### src/rtl/ofm_write_ctrl_if.sv
// Tile-input and OFM-RAM-write bundle for ofm_write_ctrl.
// The bench drives the master side and the controller takes the slave side.
interface ofm_write_ctrl_if #(
  parameter int SYSTOLIC_SIZE = 16,
  parameter int DATA_WIDTH    = 8,
  parameter int ADDR_WIDTH    = 18
);
  logic                                   start;
  logic                                   in_valid;
  logic                                   in_ready;
  logic [SYSTOLIC_SIZE*2*DATA_WIDTH-1:0]  in_data;
  logic                                   ofm_we;
  logic [ADDR_WIDTH-1:0]                  ofm_addr;
  logic [2*DATA_WIDTH-1:0]                ofm_wdata;
  logic                                   done;

  modport master (
    output start, in_valid, in_data,
    input  in_ready, ofm_we, ofm_addr, ofm_wdata, done
  );

  modport slave (
    input  start, in_valid, in_data,
    output in_ready, ofm_we, ofm_addr, ofm_wdata, done
  );
endinterface

### src/rtl/ofm_write_ctrl.sv
// Unpacks pooled tiles into one OFM RAM word per cycle, walking
// col_tile -> row -> filter, and pulses done after the last word of a layer.
module ofm_write_ctrl #(
  parameter int SYSTOLIC_SIZE    = 16,
  parameter int DATA_WIDTH       = 8,
  parameter int OFM_SIZE_POOLING = 52,
  parameter int NO_FILTER        = 64,
  parameter int ADDR_WIDTH       = 18
) (
  input  logic              clk,
  input  logic              rst_n,
  ofm_write_ctrl_if.slave   bus
);
  localparam int EW         = 2 * DATA_WIDTH;
  localparam int TILES      = (OFM_SIZE_POOLING + SYSTOLIC_SIZE - 1) / SYSTOLIC_SIZE;
  localparam int LAST_LANES = OFM_SIZE_POOLING - (TILES - 1) * SYSTOLIC_SIZE;
  localparam int LANE_W     = (SYSTOLIC_SIZE > 1)    ? $clog2(SYSTOLIC_SIZE)    : 1;
  localparam int COL_W      = (TILES > 1)            ? $clog2(TILES)            : 1;
  localparam int ROW_W      = (OFM_SIZE_POOLING > 1) ? $clog2(OFM_SIZE_POOLING) : 1;
  localparam int FIL_W      = (NO_FILTER > 1)        ? $clog2(NO_FILTER)        : 1;

  typedef enum logic [1:0] {IDLE, WAIT_TILE, WRITE, FINISH} state_t;

  state_t                          state_q, state_d;
  logic [SYSTOLIC_SIZE*EW-1:0]     hold_q, hold_d;
  logic [LANE_W-1:0]               lane_q, lane_d;
  logic [COL_W-1:0]                col_q, col_d;
  logic [ROW_W-1:0]                row_q, row_d;
  logic [FIL_W-1:0]                fil_q, fil_d;
  logic [ADDR_WIDTH-1:0]           last_addr_q, last_addr_d;
  logic [EW-1:0]                   last_data_q, last_data_d;

  logic [EW-1:0]                   hold_lane [SYSTOLIC_SIZE];
  logic                            accept, col_last, row_last, fil_last;
  logic                            lane_last, layer_last;
  logic [LANE_W-1:0]               lane_max;
  logic [ADDR_WIDTH-1:0]           addr_cur;
  logic [EW-1:0]                   wdata_cur;

  for (genvar gi = 0; gi < SYSTOLIC_SIZE; gi++) begin : g_lane
    assign hold_lane[gi] = hold_q[gi*EW +: EW];
  end

  assign accept     = (state_q == WAIT_TILE) && bus.in_valid;
  assign col_last   = (col_q == COL_W'(TILES - 1));
  assign row_last   = (row_q == ROW_W'(OFM_SIZE_POOLING - 1));
  assign fil_last   = (fil_q == FIL_W'(NO_FILTER - 1));
  // The last tile of a row is narrower when the row width is not a tile multiple.
  assign lane_max   = col_last ? LANE_W'(LAST_LANES - 1) : LANE_W'(SYSTOLIC_SIZE - 1);
  assign lane_last  = (lane_q == lane_max);
  assign layer_last = lane_last && col_last && row_last && fil_last;

  assign addr_cur  = ADDR_WIDTH'(fil_q) * ADDR_WIDTH'(OFM_SIZE_POOLING * OFM_SIZE_POOLING)
                   + ADDR_WIDTH'(row_q) * ADDR_WIDTH'(OFM_SIZE_POOLING)
                   + ADDR_WIDTH'(col_q) * ADDR_WIDTH'(SYSTOLIC_SIZE)
                   + ADDR_WIDTH'(lane_q);
  assign wdata_cur = hold_lane[lane_q];

  always_ff @(posedge clk or negedge rst_n) begin
    if (!rst_n) begin
      state_q <= IDLE;
    end else begin
      state_q <= state_d;
    end
  end

  always_comb begin
    state_d = state_q;
    case (state_q)
      IDLE:      if (bus.start) state_d = WAIT_TILE;
      WAIT_TILE: if (bus.in_valid) state_d = WRITE;
      WRITE:     if (lane_last) state_d = layer_last ? FINISH : WAIT_TILE;
      FINISH:    state_d = IDLE;
      default:   state_d = IDLE;
    endcase
  end

  always_comb begin
    bus.in_ready  = (state_q == WAIT_TILE);
    bus.ofm_we    = (state_q == WRITE);
    bus.done      = (state_q == FINISH);
    bus.ofm_addr  = bus.ofm_we ? addr_cur  : last_addr_q;
    bus.ofm_wdata = bus.ofm_we ? wdata_cur : last_data_q;
  end

  always_comb begin
    hold_d      = hold_q;
    lane_d      = lane_q;
    col_d       = col_q;
    row_d       = row_q;
    fil_d       = fil_q;
    last_addr_d = last_addr_q;
    last_data_d = last_data_q;
    if (state_q == IDLE && bus.start) begin
      lane_d = '0;
      col_d  = '0;
      row_d  = '0;
      fil_d  = '0;
    end
    if (accept) begin
      hold_d = bus.in_data;
      lane_d = '0;
    end
    if (state_q == WRITE) begin
      last_addr_d = addr_cur;
      last_data_d = wdata_cur;
      if (lane_last) begin
        lane_d = '0;
        if (col_last) begin
          col_d = '0;
          if (row_last) begin
            row_d = '0;
            fil_d = fil_last ? '0 : fil_q + FIL_W'(1);
          end else begin
            row_d = row_q + ROW_W'(1);
          end
        end else begin
          col_d = col_q + COL_W'(1);
        end
      end else begin
        lane_d = lane_q + LANE_W'(1);
      end
    end
  end

  always_ff @(posedge clk or negedge rst_n) begin
    if (!rst_n) begin
      hold_q      <= '0;
      lane_q      <= '0;
      col_q       <= '0;
      row_q       <= '0;
      fil_q       <= '0;
      last_addr_q <= '0;
      last_data_q <= '0;
    end else begin
      hold_q      <= hold_d;
      lane_q      <= lane_d;
      col_q       <= col_d;
      row_q       <= row_d;
      fil_q       <= fil_d;
      last_addr_q <= last_addr_d;
      last_data_q <= last_data_d;
    end
  end
endmodule

### src/flat_wrapper.sv
// flat-port wrapper written by rule: the top's interface ports become plain ports
module ofm_write_ctrl_flat 
#(
  parameter int SYSTOLIC_SIZE    = 16,
  parameter int DATA_WIDTH       = 8,
  parameter int OFM_SIZE_POOLING = 52,
  parameter int NO_FILTER        = 64,
  parameter int ADDR_WIDTH       = 18
)
  (clk, rst_n, bus_start, bus_in_valid, bus_in_data, bus_in_ready, bus_ofm_we, bus_ofm_addr, bus_ofm_wdata, bus_done);
  ofm_write_ctrl_if #(.SYSTOLIC_SIZE(SYSTOLIC_SIZE), .DATA_WIDTH(DATA_WIDTH), .ADDR_WIDTH(ADDR_WIDTH)) bus_i ();
  input  logic clk;
  input  logic rst_n;
  input wire logic [$bits(bus_i.start)-1:0] bus_start;
  input wire logic [$bits(bus_i.in_valid)-1:0] bus_in_valid;
  input wire logic [$bits(bus_i.in_data)-1:0] bus_in_data;
  output wire logic [$bits(bus_i.in_ready)-1:0] bus_in_ready;
  output wire logic [$bits(bus_i.ofm_we)-1:0] bus_ofm_we;
  output wire logic [$bits(bus_i.ofm_addr)-1:0] bus_ofm_addr;
  output wire logic [$bits(bus_i.ofm_wdata)-1:0] bus_ofm_wdata;
  output wire logic [$bits(bus_i.done)-1:0] bus_done;
  assign bus_i.start = bus_start;
  assign bus_i.in_valid = bus_in_valid;
  assign bus_i.in_data = bus_in_data;
  assign bus_in_ready = bus_i.in_ready;
  assign bus_ofm_we = bus_i.ofm_we;
  assign bus_ofm_addr = bus_i.ofm_addr;
  assign bus_ofm_wdata = bus_i.ofm_wdata;
  assign bus_done = bus_i.done;
  ofm_write_ctrl #(.SYSTOLIC_SIZE(SYSTOLIC_SIZE), .DATA_WIDTH(DATA_WIDTH), .OFM_SIZE_POOLING(OFM_SIZE_POOLING), .NO_FILTER(NO_FILTER), .ADDR_WIDTH(ADDR_WIDTH)) u_core (.clk(clk), .rst_n(rst_n), .bus(bus_i));
endmodule
### config.mk
export PLATFORM = sky130hd
export DESIGN_NAME = ofm_write_ctrl_flat
export DESIGN_NICKNAME = d
export VERILOG_FILES = /design/src/rtl/ofm_write_ctrl_if.sv /design/src/rtl/ofm_write_ctrl.sv /design/src/flat_wrapper.sv
export SDC_FILE = /design/constraint.sdc
export NUM_CORES = 1
export LEC_CHECK = 0
export CAP_MARGIN = 10
export CORE_MARGIN = 3
export CORE_UTILIZATION = 35
export CTS_BUF_LIST = sky130_fd_sc_hd__clkbuf_4 sky130_fd_sc_hd__clkbuf_8 sky130_fd_sc_hd__clkbuf_16
export DETAILED_ROUTE_END_ITERATION = 16
export GPL_ROUTABILITY_DRIVEN = 0
export PLACE_DENSITY_LB_ADDON = 0.3
export SLEW_MARGIN = 25
export SYNTH_ARGS = -nofsm -noshare
export SYNTH_HDL_FRONTEND = slang
export SYNTH_SLANG_ARGS = --single-unit
### constraint.sdc
create_clock -name clk -period 8.7 [get_ports clk]
set_clock_uncertainty 0.1 [all_clocks]
set_input_delay 1.305 -clock clk [delete_from_list [all_inputs] [get_ports clk]]
set_output_delay 1.305 -clock clk [all_outputs]
set_load 0.005 [all_outputs]
## Word level (Yosys, flattened, before mapping)

Cells that the tools add are included.

| operators by class | value |
|---|---|
| $mul | 2 |
| bitwise operators | 1 |
| $lt $le $gt $ge | 1 |
| mux-type cells | 30 |
| add/sub/neg operators | 7 |
| eq/ne operators | 10 |
| reduce and logical (&&, ||, !) cells | 8 |

Operators by type and width:

| kind | number |
|---|---|
| 6-bit two-way mux | 11 |
| 16-bit binary-select mux with 4-bit select | 1 |
| 16-bit two-way mux | 3 |
| 4-bit two-way mux | 5 |
| 18-bit by 12-bit adder with 18-bit output | 1 |
| 18-bit by 4-bit adder with 18-bit output | 1 |
| 18-bit by 6-bit adder with 18-bit output | 1 |
| 18-bit two-way mux | 1 |
| 2-bit two-way mux | 8 |
| 6-bit by 8-bit multiplier with 14-bit output, second input constant | 1 |
| 6-bit by 1-bit adder with 6-bit output, second input constant | 2 |
| 6-bit equality test, second input constant | 2 |
| 6-bit by 4-bit multiplier with 10-bit output, second input constant | 1 |
| 2-bit case mux with 4 select lines | 1 |
| 2-bit equality test, second input constant | 3 |
| 5-bit >= comparator, second input constant | 1 |
| 1-bit logical AND | 5 |
| 4-bit NOT with 5-bit output | 1 |
| 4-bit by 1-bit adder with 4-bit output, second input constant | 1 |
| 4-bit equality test | 1 |
| 2-bit inequality test, second input constant | 2 |
| 3-bit AND reduction | 1 |
| 3-bit nonzero test | 1 |
| 2-bit by 1-bit adder with 2-bit output, second input constant | 1 |
| 3 further kinds | 3 |

| storage, ports and cells | value |
|---|---|
| bits in registers | 310 |
| word-level logic and storage cells | 67 |
| output and inout port bits | 37 |

## Depth between registers and ports, before layout

| logic depth | value |
|---|---|
| depth after elaboration | 9 |
| gate-level depth with buffers | 19 |
| depth with buffers taken out | 19 |

## Least setup slack after synthesis

OpenSTA, ideal clock, no wires.

| path | value |
|---|---|
| kind | flip-flop to output port |
| start | reg u_core.row_q[0] |
| end | out bus_ofm_addr[16] |
| arrival time | 4.141 ns |
| path slack | 3.154 ns |
| path buffers | 0 |
| required time | 7.295 ns |
| stages on the path, launching flop included | 18 |
| path through | dfrtp_1 > ha_1 > ha_1 > ha_1 > fa_1 > a21oi_1 > nor2_1 > nor2_1 > o21bai_1 > a21oi_1 > xnor2_1 > ha_1 > ha_1 > and4_1 > a21boi_0 > o221ai_1 > or4_1 > a31oi_1 |

| between the ends | value |
|---|---|
| cells in the longest elaborated chain, start to end | 5 |

Ends and longest elaborated chain:

| item | RTL line | text |
|---|---|---|
| start, declared | ofm_write_ctrl.sv:28 | `logic [ROW_W-1:0] row_q, row_d;` |
| start signal, assigned | ofm_write_ctrl.sv:139 | `row_q <= row_d;` |
| 6-bit by 4-bit multiplier with 10-bit output | ofm_write_ctrl.sv:54 | `+ ADDR_WIDTH'(row_q) * ADDR_WIDTH'(OFM_SIZE_POOLING)` |
| 18-bit by 12-bit adder with 18-bit output | ofm_write_ctrl.sv:54 |  |
| 18-bit by 6-bit adder with 18-bit output | ofm_write_ctrl.sv:55 | `+ ADDR_WIDTH'(col_q) * ADDR_WIDTH'(SYSTOLIC_SIZE)` |
| 18-bit by 4-bit adder with 18-bit output | ofm_write_ctrl.sv:56 | `+ ADDR_WIDTH'(lane_q);` |
| 18-bit two-way mux | ofm_write_ctrl.sv:82 | `bus.ofm_addr = bus.ofm_we ? addr_cur : last_addr_q;` |
| end, declared | flat_wrapper.sv:19 | `output wire logic [$bits(bus_i.ofm_addr)-1:0] bus_ofm_addr;` |

No other way between the ends.

## Worst setup path in the final report

| path | value |
|---|---|
| start | reg u_core.row_q[1] |
| end | out bus_ofm_addr[16] |

The elaborated chain is that of the path after synthesis.

==> metrics.cfg <==
[grt]
grt_pass1_wl_um=64400
grt_max_degree=129
grt-ovfl-total=0
grt_usage=0.179
grt_pass1_vias=11000
grt_antenna_before_repair=6

[power]
clock_power_share=0.261
p_switching_w=0.00186
combPwrFrac=0.342
p_leak_nw=8.65
intPower_w=0.00435
powerDensity_nw_per_um2=306
peakVddDrop_mv=0.180
switching_share=0.299
p_total_w=0.00621
seqPwrFrac=0.397

[synthesis]
syn_nets=1481
ys_seq_area_frac=0.504
synthCells=1150
synth.distinct_cells=50
synth_edf_count=0
ys_ff_latch=310
async_flop_share=1.00
yosys_warnings=0
synth_ff_type=dfrtp_1
syn-cell-area_sq_um=15400
syn_area_per_cell_sq_um=13.4

[detailed_routing]
viasPerCell=4.95
antenna_left=0
avgRoutedWirePerCell_um=20.2
first_pass_iters=4
drtIter0Drc=444
route.detailed.drc=0
vias=10200
wl_um=41500

[floorplan]
coreArea_sq_um=43300
die_h_um=216
die_w_um=216
start_util=0.356
ios=297
dieArea_sq_um=46500
rows=76

[job]
drv_cap=0

[clock_tree]
cts_sinks=310
clockRootBuffer=clkbuf_16
path_clk_slew_ps=60
cts_hold_buf=0
cts-buffers-inserted=39
clock_latency_ps=550
cts_buffer_depth=3
cts.htree.levels=2
cts_resized=0
post_cts_buffers=0
cts_tree=yes

[cells_and_area]
area_delta_synth_final_pct=31.7
nFillCells=3913
final_area_sq_um=20300
fin_util=0.468
final_nets=1769
drive_gt1_frac=0.271

[critical_path]
cp_num_buf_inv=1
path_class=reg -> out
path_delay_family=adder cells
timing.rr.end=u_core.last_addr_q[16]$_DFF_PN0_
crit_arrival_ps=5560
timing.rr.start=u_core.row_q[1]$_DFF_PN0_
crit_path_frequent_cell=ha_1
start_kind=register
reg2reg_depth=17
end_kind=output pin
critical_path_required_ps=7300
cp_slowest_cell=clkdlybuf4s50_1
r2r_slack_ps=4030
critPathMaxFanout=6
worstPathCellList=ha_1 > xor2_1 > ha_1 > fa_1 > a21oi_1 > nor2_1 > nor2_1 > o21bai_1 > a21oi_1 > xnor2_1 > ha_1 > ha_1 > and4_1 > a21boi_0 > o221ai_1 > or4_1 > a31oi_1 > clkdlybuf4s50_1
max_stage_delay_ps=550

[timing]
max-slew-margin-rel=0.316
layout_min_cycle_time_ps=6960
setup_viol=0
final_max_slew_viol_count=0
finalHoldViolCount=0
post-route-period-util=0.800
worst_pin_slew_ps=1030
tns_ps=0
timing.fmax_mhz=144
rsz0062_at_grt=no

[place]
place_area_sq_um=18900
hpwl_um=30000
portBuffers=296

[min_path]
hold_path_end=u_core.last_data_q[12]$_DFF_PN0_
min_from=u_core.last_data_q[12]$_DFF_PN0_
hold_path_class=reg -> reg
holdPathStages=2

[status]
status=finished, final reports clean

==> power by group through the flow <==
stage / logic (W) / clock network (W) / registers (W)
after floorplan: 0.00151 / 0 / 0.00232
after global placement: 0.00212 / 0 / 0.00246
after detailed placement: 0.00216 / 0 / 0.00249
after CTS: 0.00217 / 0.00168 / 0.00247
after global routing: 0.00231 / 0.00174 / 0.00256
final: 0.00213 / 0.00162 / 0.00246
==> per-stage QoR <==
| step | hold WS [ps] | worst slack, ps | std cells |
|---|---|---|---|
| floorplan | 362 | 3150 | 1150 |
| global placement | 355 | 2340 | 1981 |
| detailed placement | 357 | 2280 | 1981 |
| CTS | 372 | 1660 | 2050 |
| global route | 390 | 1360 | 2051 |
| finish | 369 | 1740 | 2052 |
==> layout make-up <==
class                           count  area [sq um]  area share
Sequential cell                   310          7760       0.383
Multi-Input combinational cell    749          7280       0.359
Timing Repair Buffer              308          3080       0.152
Clock buffer                       54          1140      0.0564
Tap cell                          585           732      0.0361
Clock inverter                     15           148     0.00728
Inverter                           30           113     0.00556
Antenna cell                        1          2.50    0.000123
==> cells by family after synthesis <==
family	count (synthesis)	share of synthesized area
xor gates and xnor gates	16	0.00911
and+or+nand+nor	186	0.0582
AOI/OAI and AO/OA	123	0.0533
muxes	353	0.290
adders and majority gates	71	0.0621
DFF	310	0.504
buffers and inverters	91	0.0234
==> per-layer routing <==
| metal | part of all wire | routed length (um) | GRT usage | vias up |
|---|---|---|---|---|
| li1 | - | - | - | 4779 |
| met1 | 0.42 | 17300 | 0.225 | 5109 |
| met2 | 0.49 | 20500 | 0.304 | 211 |
| met3 | 0.068 | 2810 | 0.0532 | 56 |
| met4 | 0.021 | 869 | 0.0491 | 8 |
| met5 | 0.0011 | 47 | 0 | - |
==> cells in the mapped netlist, types with 2 or more instances <==
| library cell | number | area [sq um] |
|---|---|---|
| dfrtp_1 | 310 | 7760 |
| mux2_2 | 257 | 2890 |
| nand2_1 | 97 | 364 |
| ha_1 | 62 | 776 |
| mux2i_1 | 48 | 480 |
| mux4_2 | 48 | 1080 |
| clkbuf_1 | 33 | 124 |
| o21ai_0 | 30 | 150 |
| inv_1 | 29 | 109 |
| nor2b_1 | 26 | 163 |
| o311ai_0 | 18 | 158 |
| nor2_1 | 17 | 63.8 |
| a21oi_1 | 16 | 80.1 |
| o22ai_1 | 16 | 100 |
| buf_2 | 15 | 75.1 |
| buf_1 | 13 | 48.8 |
| xnor2_1 | 11 | 96.3 |
| nand3_1 | 10 | 50.1 |
| o31ai_1 | 10 | 75.1 |
| fa_1 | 9 | 180 |
| a21o_1 | 8 | 60.1 |
| nand2b_1 | 7 | 43.8 |
| xor2_1 | 5 | 43.8 |
| and2_1 | 4 | 25.0 |
| nor3b_1 | 4 | 30.0 |
| o21a_1 | 4 | 30.0 |
| a211oi_1 | 3 | 22.5 |
| a22o_1 | 3 | 26.3 |
| and3_1 | 3 | 18.8 |
| o21bai_1 | 3 | 22.5 |
| or4_1 | 3 | 22.5 |
| a21boi_0 | 2 | 15.0 |
| a31oi_1 | 2 | 12.5 |
| nand3b_1 | 2 | 15.0 |
| nand4_1 | 2 | 12.5 |
| nand4b_1 | 2 | 17.5 |
| nor3_1 | 2 | 10.0 |
| o211ai_1 | 2 | 15.0 |
| o31a_1 | 2 | 17.5 |
| or2_2 | 2 | 12.5 |
==> worst register-to-register path, cell delays in order (launching register included) <==
cell	delay, ps
dfrtp_1	440
ha_1	360
xor2_1	160
ha_1	330
fa_1	470
a21oi_1	140
nor2_1	50
nor2_1	140
o21bai_1	80
a21oi_1	170
xnor2_1	150
ha_1	250
ha_1	360
and4_1	220
a21boi_0	260
o221ai_1	230
or4_1	430
a31oi_1	210
==> cell usage in the layout (no fill, tap or decap), types with 10 or more instances in the layout <==
| master | Yosys | layout |
|---|---|---|
| dfrtp_1 | 310 | 307 |
| clkdlybuf4s50_1 | 0 | 295 |
| mux2_2 | 257 | 257 |
| nand2_1 | 97 | 96 |
| ha_1 | 62 | 62 |
| mux4_2 | 48 | 48 |
| mux2i_1 | 48 | 48 |
| clkbuf_16 | 0 | 40 |
| o21ai_0 | 30 | 30 |
| inv_1 | 29 | 29 |
| nor2b_1 | 26 | 26 |
| o311ai_0 | 18 | 18 |
| nor2_1 | 17 | 17 |
| a21oi_1 | 16 | 16 |
| o22ai_1 | 16 | 16 |
| xnor2_1 | 11 | 11 |
| nand3_1 | 10 | 10 |
| o31ai_1 | 10 | 10 |
| buf_4 | 0 | 10 |
==> state kept, by name, indices dropped and copies added, names as in the netlist <==
signal              count
u_core.col_q            2
u_core.last_addr_q     18
u_core.state_q          2
u_core.row_q            6
u_core.last_data_q     16
u_core.lane_q           4
u_core.hold_q         256
u_core.fil_q            6
==> worst max-delay path by stage <==
stage                         startpoint          endpoint  slack [ps]  depth (start not counted)
6_report       u_core.row_q[1]$_DFF_PN0_  bus_ofm_addr[16]        1740                         18
5_1_grt        u_core.row_q[0]$_DFF_PN0_  bus_ofm_addr[16]        1360                         18
4_1_cts        u_core.row_q[1]$_DFF_PN0_  bus_ofm_addr[16]        1660                         18
3_5_place_dp   u_core.row_q[1]$_DFF_PN0_  bus_ofm_addr[16]        2280                         18
3_3_place_gp   u_core.row_q[0]$_DFF_PN0_  bus_ofm_addr[16]        2340                         18
2_1_floorplan  u_core.row_q[0]$_DFF_PN0_  bus_ofm_addr[16]        3150                         17
Note: power is estimated with default switching activity, not from simulation.
